`src/rtl/regfile_write_arbiter.sv`:
```
// ---------------------------------------------------------------------------
// regfile_write_arbiter
//
// Shares the single write port of the register bank between NUM_REQ
// writeback requesters. Each requester hands a write (select + data) into a
// private one-entry holding buffer over a valid/ready handshake. A
// round-robin arbiter picks one buffered write per cycle and drives the
// bank's write port from registered outputs.
//
// Ports
//   clk              rising-edge clock
//   rst              synchronous active-high reset
//   i_req_valid      bit i: requester i presents a write
//   i_req_select     slice i: target register of requester i
//   i_req_data       slice i: write data of requester i
//   o_req_ready      bit i: buffer i accepts this cycle
//   o_write_enable   bank write enable
//   o_write_select   bank write register select
//   o_write_data     bank write data
//   o_write_id       requester owning the current o_write_* beat
//   o_drop           one-cycle pulse: an out-of-range select was discarded
// ---------------------------------------------------------------------------
module regfile_write_arbiter #(
    parameter  int NUM_REQ      = 4,
    parameter  int DATA_WIDTH   = 32,
    parameter  int NUM_REG      = 32,
    localparam int SELECT_WIDTH = $clog2(NUM_REG),
    localparam int ID_WIDTH     = $clog2(NUM_REQ)
) (
    input  logic                            clk,
    input  logic                            rst,
    input  logic [NUM_REQ-1:0]              i_req_valid,
    input  logic [NUM_REQ*SELECT_WIDTH-1:0] i_req_select,
    input  logic [NUM_REQ*DATA_WIDTH-1:0]   i_req_data,
    output logic [NUM_REQ-1:0]              o_req_ready,
    output logic                            o_write_enable,
    output logic [SELECT_WIDTH-1:0]         o_write_select,
    output logic [DATA_WIDTH-1:0]           o_write_data,
    output logic [ID_WIDTH-1:0]             o_write_id,
    output logic                            o_drop
);

    // Holding buffers
    logic [NUM_REQ-1:0]      buf_valid_q, buf_valid_d;
    logic [SELECT_WIDTH-1:0] buf_sel_q  [NUM_REQ];
    logic [SELECT_WIDTH-1:0] buf_sel_d  [NUM_REQ];
    logic [DATA_WIDTH-1:0]   buf_data_q [NUM_REQ];
    logic [DATA_WIDTH-1:0]   buf_data_d [NUM_REQ];

    // Round-robin pointer
    logic [ID_WIDTH-1:0]     ptr_q, ptr_d;

    // Registered write port
    logic                    write_enable_q, write_enable_d;
    logic [SELECT_WIDTH-1:0] write_select_q, write_select_d;
    logic [DATA_WIDTH-1:0]   write_data_q,   write_data_d;
    logic [ID_WIDTH-1:0]     write_id_q,     write_id_d;
    logic                    drop_q,         drop_d;

    // Arbitration
    logic [NUM_REQ-1:0]      grant;
    logic                    grant_any;
    logic [ID_WIDTH-1:0]     grant_idx;
    logic [SELECT_WIDTH-1:0] grant_sel;
    logic [DATA_WIDTH-1:0]   grant_data;

    // Handshake
    logic [NUM_REQ-1:0]      accept;
    logic [NUM_REQ-1:0]      in_range;

    // A select can only exceed the bank when NUM_REG is not a power of two;
    // otherwise every encodable select is a real register.
    generate
        if (NUM_REG == (1 << SELECT_WIDTH)) begin : g_all_in_range
            assign in_range = '1;
        end else begin : g_range_check
            for (genvar gi = 0; gi < NUM_REQ; gi++) begin : g_req
                assign in_range[gi] =
                    ({1'b0, i_req_select[gi*SELECT_WIDTH +: SELECT_WIDTH]}
                     < (SELECT_WIDTH+1)'(NUM_REG));
            end
        end
    endgenerate

    // Round-robin scan: first pass covers indices ptr..NUM_REQ-1, second
    // pass wraps around to 0..ptr-1. The first valid buffer found wins.
    always_comb begin
        grant      = '0;
        grant_any  = 1'b0;
        grant_idx  = '0;
        grant_sel  = '0;
        grant_data = '0;
        for (int i = 0; i < NUM_REQ; i++) begin
            if (!grant_any && buf_valid_q[i] && (i >= int'(ptr_q))) begin
                grant_any  = 1'b1;
                grant[i]   = 1'b1;
                grant_idx  = ID_WIDTH'(i);
                grant_sel  = buf_sel_q[i];
                grant_data = buf_data_q[i];
            end
        end
        for (int i = 0; i < NUM_REQ; i++) begin
            if (!grant_any && buf_valid_q[i] && (i < int'(ptr_q))) begin
                grant_any  = 1'b1;
                grant[i]   = 1'b1;
                grant_idx  = ID_WIDTH'(i);
                grant_sel  = buf_sel_q[i];
                grant_data = buf_data_q[i];
            end
        end
    end

    // A buffer being drained this cycle can be refilled at the same edge,
    // which keeps a single streaming requester at one write per cycle.
    assign o_req_ready = rst ? '0 : (~buf_valid_q | grant);
    assign accept      = i_req_valid & o_req_ready;

    always_comb begin
        buf_valid_d    = buf_valid_q;
        buf_sel_d      = buf_sel_q;
        buf_data_d     = buf_data_q;
        ptr_d          = ptr_q;
        write_enable_d = 1'b0;
        write_select_d = write_select_q;
        write_data_d   = write_data_q;
        write_id_d     = write_id_q;
        drop_d         = |(accept & ~in_range);

        for (int i = 0; i < NUM_REQ; i++) begin
            // Out-of-range writes complete the handshake but never occupy the
            // buffer; a granted buffer still drains in that case.
            if (accept[i] && in_range[i]) begin
                buf_valid_d[i] = 1'b1;
                buf_sel_d[i]   = i_req_select[i*SELECT_WIDTH +: SELECT_WIDTH];
                buf_data_d[i]  = i_req_data[i*DATA_WIDTH +: DATA_WIDTH];
            end else if (grant[i]) begin
                buf_valid_d[i] = 1'b0;
            end
        end

        if (grant_any) begin
            write_enable_d = 1'b1;
            write_select_d = grant_sel;
            write_data_d   = grant_data;
            write_id_d     = grant_idx;
            if (grant_idx == ID_WIDTH'(NUM_REQ - 1)) begin
                ptr_d = '0;
            end else begin
                ptr_d = grant_idx + ID_WIDTH'(1);
            end
        end
    end

    always_ff @(posedge clk) begin
        if (rst) begin
            buf_valid_q    <= '0;
            for (int i = 0; i < NUM_REQ; i++) begin
                buf_sel_q[i]  <= '0;
                buf_data_q[i] <= '0;
            end
            ptr_q          <= '0;
            write_enable_q <= 1'b0;
            write_select_q <= '0;
            write_data_q   <= '0;
            write_id_q     <= '0;
            drop_q         <= 1'b0;
        end else begin
            buf_valid_q    <= buf_valid_d;
            buf_sel_q      <= buf_sel_d;
            buf_data_q     <= buf_data_d;
            ptr_q          <= ptr_d;
            write_enable_q <= write_enable_d;
            write_select_q <= write_select_d;
            write_data_q   <= write_data_d;
            write_id_q     <= write_id_d;
            drop_q         <= drop_d;
        end
    end

    assign o_write_enable = write_enable_q;
    assign o_write_select = write_select_q;
    assign o_write_data   = write_data_q;
    assign o_write_id     = write_id_q;
    assign o_drop         = drop_q;

endmodule
```
`config.mk`:
```
export PLATFORM = sky130hd
export DESIGN_NAME = regfile_write_arbiter
export DESIGN_NICKNAME = d
export VERILOG_FILES = /design/src/rtl/regfile_write_arbiter.sv
export SDC_FILE = /design/constraint.sdc
export NUM_CORES = 1
export LEC_CHECK = 0
export BUFFER_PORTS_ARGS = -buffer_cell sky130_fd_sc_hd__buf_2
export CAP_MARGIN = 20
export CORE_MARGIN = 2
export CORE_UTILIZATION = 50
export DETAILED_ROUTE_END_ITERATION = 8
export GPL_TIMING_DRIVEN = 1
export PLACE_DENSITY = 0.81
export SYNTH_ARGS = -nofsm -noshare
export SYNTH_HDL_FRONTEND = slang
export SYNTH_SLANG_ARGS = --single-unit
```
`constraint.sdc`:
```
create_clock -name clk -period 6.2 [get_ports clk]
set_clock_uncertainty 0.15 [all_clocks]
set_input_delay 0.62 -clock clk [delete_from_list [all_inputs] [get_ports clk]]
set_output_delay 0.62 -clock clk [all_outputs]
set_load 0.02 [all_outputs]
```
==> flow_summary_export.csv <==
group,metric,value,unit
status,status,"complete, no violations",
timing,drv_slew,0,
layout,layout_common_cells,"buf_2, dfxtp_1, nand2_1, inv_1, o32ai_1",
power_and_ir_drop,leakage,4.37,nW
timing,slew_headroom,26.8,%
synthesis,ys_ff_latch,194,
detailed_routing,dr.pass1.iters,6,
timing,min_period,4.32,ns
die,die_area,20000,um2
layout,mostFrequentLayoutCell,"buf_2",
die,die_w,141,um
timing,setup_viol_count_final,0,
detailed_routing,via_count,9227,
timing,fmax,0.231,GHz
clocking,cts_hold_buffers,0,
layout,fin_cells,1468,
die,start_util,50.6,%
timing,worst_pin_slew,1.10,ns
power_and_ir_drop,power,3.09,mW
clocking,post_cts_buffers,0,
clocking,cts-root-buf,"clkbuf_16",
timing,finalHoldViolations,0,
worst_setup_path,path_class,"register to output pin",
placed_design,dp_slack,2.18,ns
timing,fin_crit_sh,69.7,%
layout,fin_area,10900,um2
synthesis,yosysUniqueCellTypes,51,
clocking,cts.sinks,194,
power_and_ir_drop,power_density,282,nW/um2
worst_setup_path,crit_path_end_kind,"output pin",
detailed_routing,highest_layer,"met4",
clocking,insertion_delay,0.45,ns
worst_setup_path,critPathMaxFanout,54,
timing,tns,0,ns
power_and_ir_drop,irDropWorstVdd,0.000212,V
die,core,18600,um2
placed_design,port_buffers,197,
layout,antenna_cells,0,
clocking,htreeDepth,4,
worst_setup_path,slowest_stage,"dfxtp_2",
worst_setup_path,worst-path-buf-inv,1,
detailed_routing,met1Wirelength,12400,um
detailed_routing,dr_wl_met3,2950,um
layout,drive_gt1_share,25.3,%
synthesis,ys_warn_count,0,
die,dieHeight,141,um
layout,area_growth,15.9,%
power_and_ir_drop,clockPowerShare,33.6,%
die,fp-row-count,50,
detailed_routing,detailedRoute.firstIterationViolations,1083,
worst_setup_path,slowest_delay,1.06,ns
power_and_ir_drop,intPower,2.15,mW
worst_setup_path,cp_data_arrival_time,3.55,ns
min_path,min-delay-path-class,"input pin to register",
global_routing,grt_pass1_wl,45800,um
timing,setup_ws,1.88,ns
clocking,numCtsBuffers,17,
power_and_ir_drop,seqPwrFrac,48.1,%
worst_setup_path,critPathRequiredTime,5.43,ns
placed_design,routabilityCongestion,0.868,
detailed_routing,wirelength,29800,um
detailed_routing,wl_per_cell,20.3,um
synthesis,synth_top_flop_cell,"dfxtp_1",
worst_setup_path,crit_path_start_kind,"register",
synthesis,syn_area,9440,um2
detailed_routing,avgViaCountPerCell,6.29,
worst_setup_path,cp_top_family,"simple AND/OR/NAND/NOR gates",
detailed_routing,dr_wl_met2,13400,um
power_and_ir_drop,p_switching,0.935,mW
timing,rsz0062_at_grt,"no",
synthesis,synth_seq_area_share,41.2,%
global_routing,grt.total_usage,28.9,%
clocking,clk_pin_slew,0.07,ns
global_routing,overflow,0,
placed_design,dp_cells,1438,
synthesis,ys_async_sr_fraction,0,%
power_and_ir_drop,p_comb_share,18.3,%
global_routing,grt_pass1_vias,8626,
global_routing,grt_max_degree,86,
detailed_routing,drc,0,
placed_design,hpwl,19000,um
layout,nets,1377,
clocking,clock_path_buffers,2,
synthesis,syn_inst,1106,
synthesis,avgSynthCellArea,8.53,um2
clocking,cts_resized,0,
clocking,cts_tree,"yes",
placed_design,placed_area,10400,um2
power_and_ir_drop,p_sw_share,30.3,%
job,cap_violations,0,
synthesis,synth_edf_count,0,
synthesis,synth.net_count,1260,
global_routing,antenna_found_initial,0,
worst_setup_path,cp_cell_sequence,"nand3_2 -> or3_1 -> a31oi_1 -> buf_2",
die,io_pins,199,
detailed_routing,drt.antenna.violating_nets,0,
-- worst min-delay path: stages --
cell and delay, ns:
buf_2 0.07, nand2_1 0.04, o31ai_1 0.05
-- layout make-up --
type                            instances  area, um2
Timing Repair Buffer                  208       1070
Multi-Input combinational cell        706       4790
Tap cell                              234        293
Sequential cell                       194       3890
Inverter                               96        360
Fill cell                            1669       7700
Clock inverter                          9       85.1
Clock buffer                           21        450
-- synthesized netlist by cell type (14+ instances only) --
cell / instances / share of area (%)
dfxtp_1: 194 / 41
nand2_1: 174 / 6.9
inv_1: 96 / 3.8
clkbuf_1: 91 / 3.6
o32ai_1: 74 / 6.9
a21oi_1: 46 / 2.4
nor2b_1: 40 / 2.7
nand3_1: 39 / 2.1
o21ai_0: 38 / 2.0
a211oi_1: 37 / 2.9
o22ai_1: 37 / 2.5
o31ai_1: 37 / 2.9
mux2_4: 30 / 4.8
mux2_2: 24 / 2.9
a211o_1: 17 / 1.6
a221oi_1: 17 / 1.6
a222oi_1: 14 / 1.5
a32o_1: 14 / 1.5
nor2_1: 14 / 0.56
-- final timing paths --
check                         startpoint                      endpoint  slack (ns)  depth (start not counted)
min reg2reg  buf_data_q[70]$_SDFFE_PP0P_   buf_data_q[70]$_SDFFE_PP0P_        0.33                          2
min                       i_req_data[56]   buf_data_q[88]$_SDFFE_PP0P_        0.21                          3
max                ptr_q[1]$_SDFFE_PP0P_                o_req_ready[2]        1.88                          4
max reg2reg        ptr_q[1]$_SDFFE_PP0P_  o_write_data[2]$_SDFFE_PP0P_        2.04                          5
-- metal layers --
layer / global-route usage (%) / vias up
met5: 0 / -
met4: 12.6 / 0
met3: 5.37 / 84
met2: 45.5 / 542
met1: 39.0 / 4323
li1: - / 4278
-- power groups by stage --
stage	Sequential, mW	Combinational [mW]	Clock [mW]
finish	1.48	0.565	1.04
global route	1.49	0.610	1.09
CTS	1.48	0.559	1.04
detailed placement	1.50	0.555	0
global placement	1.50	0.543	0
floorplan	1.48	0.372	0
-- registers in the layout, summed over array words and instances (netlist names) --
signal          count
buf_data_q        128
o_write_data       32
buf_sel_q          20
o_write_select      5
buf_valid_q         4
o_write_id          2
ptr_q               2
o_write_enable      1
-- logic make-up (layout without fill, tap and decap cells) --
family / after synthesis / after routing / share of synthesized area [%]
AO/OA/AOI/OAI: 363 / 363 / 28.7
buffers and inverters: 206 / 334 / 8.74
flip-flops: 194 / 194 / 41.2
multiplexers: 54 / 54 / 7.64
other: 1 / 1 / 0.0397
AND/OR/NAND/NOR: 288 / 288 / 13.7
-- per-stage QoR --
stage,hold WS [ns],util [%]
2_1_floorplan,0.299,-
3_3_place_gp,0.313,55.8
3_5_place_dp,0.320,55.8
4_1_cts,0.213,58.7
5_1_grt,0.219,58.7
6_report,0.215,58.7
(Power assumes the default switching activity.)
